[src/rtl/router_output_arbiter.sv]
// router_output_arbiter: round-robin, packet-locked output channel arbiter.
// Optional stall timeout is built when ROUTER_ARB_TIMEOUT_EN is defined.
module router_output_arbiter #(
    parameter int NUM_REQ        = 4,
    parameter int FLIT_WIDTH     = 64,
    parameter int TIMEOUT_CYCLES = 16
) (
    input  logic                          clk,
    input  logic                          rst,
    input  logic [NUM_REQ-1:0]            in_valid,
    input  logic [NUM_REQ*FLIT_WIDTH-1:0] in_flit,
    input  logic [NUM_REQ-1:0]            in_tail,
    output logic [NUM_REQ-1:0]            in_ready,
    output logic                          out_valid,
    output logic [FLIT_WIDTH-1:0]         out_flit,
    output logic                          out_tail,
    input  logic                          out_ready,
    output logic [$clog2(NUM_REQ)-1:0]    grant_id,
    output logic                          busy,
    output logic                          timeout
);
    localparam int IDW = $clog2(NUM_REQ);

    typedef enum logic {
        IDLE   = 1'b0,
        LOCKED = 1'b1
    } state_t;

    state_t         state_q, state_d;
    logic [IDW-1:0] grant_q, grant_d;
    logic [IDW-1:0] rr_q, rr_d;
    logic [IDW-1:0] pick;
    logic [IDW-1:0] grant_nxt;
    logic           found;
    logic           any_req;
    logic           xfer;
    logic           stall_hit;

    function automatic logic [IDW-1:0] wrap_add(input logic [IDW-1:0] base,
                                                input int off);
        int s;
        s = int'(base) + off;
        if (s >= NUM_REQ) s = s - NUM_REQ;
        return IDW'(s);
    endfunction

    assign any_req   = |in_valid;
    assign grant_nxt = wrap_add(grant_q, 1);
    assign busy      = (state_q == LOCKED);
    assign grant_id  = grant_q;

    // First requester at or above the rotation pointer, wrapping around
    always_comb begin
        pick  = rr_q;
        found = 1'b0;
        for (int k = 0; k < NUM_REQ; k++) begin
            if (!found && in_valid[wrap_add(rr_q, k)]) begin
                pick  = wrap_add(rr_q, k);
                found = 1'b1;
            end
        end
    end

    // Flit and handshake mux toward the owning requester
    always_comb begin
        in_ready           = '0;
        in_ready[grant_q]  = busy & out_ready;
        out_valid          = busy & in_valid[grant_q];
        out_tail           = busy & in_tail[grant_q];
        out_flit           = in_flit[int'(grant_q)*FLIT_WIDTH +: FLIT_WIDTH];
    end

    assign xfer = out_valid & out_ready;

    // Next-state: lock on arbitration, release on tail or forced release
    always_comb begin
        state_d = state_q;
        grant_d = grant_q;
        rr_d    = rr_q;
        unique case (state_q)
            IDLE: begin
                if (any_req) begin
                    grant_d = pick;
                    state_d = LOCKED;
                end
            end
            LOCKED: begin
                if (stall_hit || (xfer && out_tail)) begin
                    state_d = IDLE;
                    rr_d    = grant_nxt;
                end
            end
            default: state_d = IDLE;
        endcase
    end

    // Grant and rotation state registers
    always_ff @(posedge clk) begin
        if (rst) begin
            state_q <= IDLE;
            grant_q <= '0;
            rr_q    <= '0;
        end else begin
            state_q <= state_d;
            grant_q <= grant_d;
            rr_q    <= rr_d;
        end
    end

`ifdef ROUTER_ARB_TIMEOUT_EN
    localparam int SW = $clog2(TIMEOUT_CYCLES + 1);

    logic [SW-1:0] stall_q, stall_d;
    logic          timeout_q, timeout_d;

    assign stall_hit = busy && (stall_q == SW'(TIMEOUT_CYCLES));
    assign timeout   = timeout_q;

    // Count owner-starved cycles; downstream back-pressure is not a stall
    always_comb begin
        stall_d   = stall_q;
        timeout_d = stall_hit;
        if (!busy || xfer || stall_hit) begin
            stall_d = '0;
        end else if (!in_valid[grant_q]) begin
            stall_d = stall_q + 1'b1;
        end
    end

    // Stall counter and release pulse registers
    always_ff @(posedge clk) begin
        if (rst) begin
            stall_q   <= '0;
            timeout_q <= 1'b0;
        end else begin
            stall_q   <= stall_d;
            timeout_q <= timeout_d;
        end
    end
`else
    logic unused_timeout_cfg;

    assign unused_timeout_cfg = (TIMEOUT_CYCLES > 0);
    assign stall_hit          = 1'b0;
    assign timeout            = 1'b0;
`endif

endmodule
[config.mk]
export PLATFORM = sky130hd
export DESIGN_NAME = router_output_arbiter
export DESIGN_NICKNAME = d
export VERILOG_FILES = /design/src/rtl/router_output_arbiter.sv
export SDC_FILE = /design/constraint.sdc
export NUM_CORES = 1
export LEC_CHECK = 0
export CORE_AREA = 3 3 130 132
export CTS_CLUSTER_DIAMETER = 30
export DETAILED_ROUTE_END_ITERATION = 8
export DIE_AREA = 0 0 133 135
export PLACE_DENSITY_LB_ADDON = 0.2
export REMOVE_ABC_BUFFERS = 1
export SLEW_MARGIN = 10
export SYNTH_ARGS = -nofsm -noshare
export SYNTH_HDL_FRONTEND = slang
export SYNTH_SLANG_ARGS = --single-unit
[constraint.sdc]
create_clock -name clk -period 2.2 [get_ports clk]
set_input_delay 0.22 -clock clk [delete_from_list [all_inputs] [get_ports clk]]
set_output_delay 0.22 -clock clk [all_outputs]
set_load 0.01 [all_outputs]
==> out/qor.yml <==
outcome: "complete, but fails checks"
violations: "setup timing"
yosysSeqAreaShare: 0.0516
fin_setup_tns_ns: -0.176
grt_pass1_wl_um: 20900
die-area_um2: 18000
cts.sinks: 5
worst-path-buf-inv: 2
num_rows: 46
drc_errors: 0
ys_types: 27
critPathSlowestCell: "mux4_2"
async_flop_share: 0
crit_chain: "bufbuf_16, mux4_2, clkdlybuf4s50_1"
htree_num_levels: 1
min_period_ns: 2.24
cts_max_path_buffers: 2
grt_start_max_net_pins: 22
syn_avg_cell_area_um2: 15.4
wl_met3_um: 1030
placed_area_um2: 5650
ios: 341
clockRootBuffer: "clkbuf_16"
path_delay_family: "buffers and inverters"
cts_hold_buf: 0
fp.dieW_um: 133
drt_iter0_markers: 81
clk_pin_slew_worst_paths_ns: 0.03
final_area_um2: 5830
wl_met1_um: 5710
path_class: "register to primary output"
dp_hpwl_um: 12500
start_kind: "register"
yosys_warnings: 0
multi_input_area_um2: 1740
cts_tree: "built"
hp-class: "register to register"
vdd_drop_max_uv: 248
die_y_um: 135
setup_ws_ns: -0.0351
final_net_count: 746
drive_gt1_frac: 0.200
leakagePower_nw: 2.05
start_util: 0.123
hold_viol: 0
fp.coreArea_um2: 15800
maxSlewViolCount: 0
viasPerCell: 4.12
syn_area_um2: 1940
gp_congestion: 0.830
synth_flop_cell: "dfxtp_1"
clk_latency_ns: 0.23
via_count: 2840
cap_violations: 0
port_buffers: 339
setup_viol: 10
area_delta_synth_final_pct: 201
detailedRoute.firstPassIterationCount: 4
fmax_ghz: 0.447
route.met2.wl_um: 7770
finalClockSkew_ns: 0.000810
powerDensity_nw_per_um2: 311
crit_arrival_ns: 2.02
cp.required_ns: 1.98
critical_path.max_stage_delay_ns: 0.51
power_mw: 1.81
top_layer_used: "met4"
cts_buffers: 3
critical_path.endpoint_type: "primary output"
regArea_um2: 108
ys_ff_latch: 5
drt_wl_total_um: 14600
syn_inst: 126
antenna_found_initial: 0
grt-ovfl-total: 0
synth_edf_count: 0
finalCritPeriodShare: 1.02
diodes: 0
rsz0062_at_grt: "yes"
wl_per_cell_um: 21.1
grt_pass1_vias: 3106
ant_nets: 0
n_fill_cell: 1542
grt_use_total: 0.152
cp_max_fo: 13
[where the power goes]
part,internal (mW),switching (mW)
clock network,0.240,0.0566
registers,0.0981,0.0309
logic,0.962,0.425
[cell type report]
type / instances / share of cell area
Multi-Input combinational cell: 103 / 0.298
Sequential cell: 5 / 0.0184
Inverter: 2 / 0.00129
Timing Repair Buffer: 360 / 0.622
Tap cell: 216 / 0.0463
Clock buffer: 4 / 0.0135
[cells in the mapped netlist, types with 2 or more instances]
cell / n / area (µm²)
a21oi_1: 2 / 10.0
and2_1: 2 / 12.5
and3_1: 4 / 25.0
buf_2: 6 / 30.0
buf_4: 5 / 37.5
clkbuf_1: 3 / 11.3
dfxtp_1: 5 / 100
ha_1: 4 / 50.1
inv_1: 2 / 7.51
mux4_2: 66 / 1490
nor2_1: 5 / 18.8
nor2b_1: 3 / 18.8
nor3_1: 2 / 10.0
o21ai_0: 3 / 15.0
o21bai_1: 2 / 15.0
[timing repair]
item / CTS / global route
setup buffers: 4 / 6
gates cloned: 1 / 0
resized for setup: 27 / 2
setup endpoints to repair: 56 / 38
[worst min-delay path: stages, from the launching register on]
cell and delay (ns):
dfxtp_1 0.35, o21ai_0 0.10, a31oi_1 0.08
[worst paths after layout]
check / slack (ns) / depth (start not counted) / end / startpoint
worst min register to register: 0.57 / 2 / grant_id[1]$_SDFFE_PP0P_ / rr_q[1]$_SDFFE_PP0P_
worst max register to register: 0.57 / 5 / rr_q[1]$_SDFFE_PP0P_ / grant_id[0]$_SDFFE_PP0P_
worst max-delay path: -0.04 / 3 / out_flit[44] / grant_id[0]$_SDFFE_PP0P_
worst min-delay path: 0.57 / 2 / grant_id[1]$_SDFFE_PP0P_ / rr_q[1]$_SDFFE_PP0P_
[placed cells by master (no fill, tap or decap)]
master           instances
nand2_1                  1
conb_1                   1
o21ai_0                  3
nand2b_1                 1
buf_16                   1
mux4_2                  66
a211oi_2                 1
a21oi_1                  2
clkbuf_16                3
dfxtp_1                  3
inv_1                    2
a211o_1                  1
a31oi_1                  1
o2111ai_1                1
o21bai_1                 2
buf_4                   14
nor4_1                   1
bufbuf_16                1
nor3_1                   2
and4_4                   1
dlygate4sd2_1           23
nor2b_1                  3
nor2_1                   5
and2_1                   2
dfxtp_4                  2
mux2i_1                  1
buf_12                   5
buf_6                    1
ha_1                     4
clkdlybuf4s15_1          2
clkdlybuf4s50_1        313
clkbuf_1                 1
and3_1                   4
[stage by stage]
step	hold WS (ns)	util	instances	setup slack, ns
final	0.570	0.369	690	-0.0351
after global routing	0.618	0.369	690	-0.107
after CTS	0.579	0.366	684	-0.0792
after detailed placement	0.565	0.357	675	0.137
after global placement	0.564	0.357	675	0.146
after floorplan	0.285	-	110	-2.09
[cell families (layout without fill, tap and decap cells)]
family | after synthesis | after routing | share of synthesized area
muxes | 67 | 67 | 0.771
and+or+nand+nor | 20 | 20 | 0.0580
buffers and inverters | 18 | 366 | 0.0522
AOI/OAI and AO/OA | 11 | 11 | 0.0393
DFF | 5 | 5 | 0.0516
adders and majority gates | 4 | 4 | 0.0258
other | 1 | 1 | 0.00193
[sequential cells by signal, indices dropped and copies added (netlist names)]
name / count
busy: 1
grant_id: 2
rr_q: 2
[routing by layer]
metal  vias up  track usage
met2       143        0.281
met3         8       0.0358
li1       1282            -
met5         -            0
met1      1407        0.188
met4         0       0.0133
No activity file was read; power rests on OpenSTA's default activity.
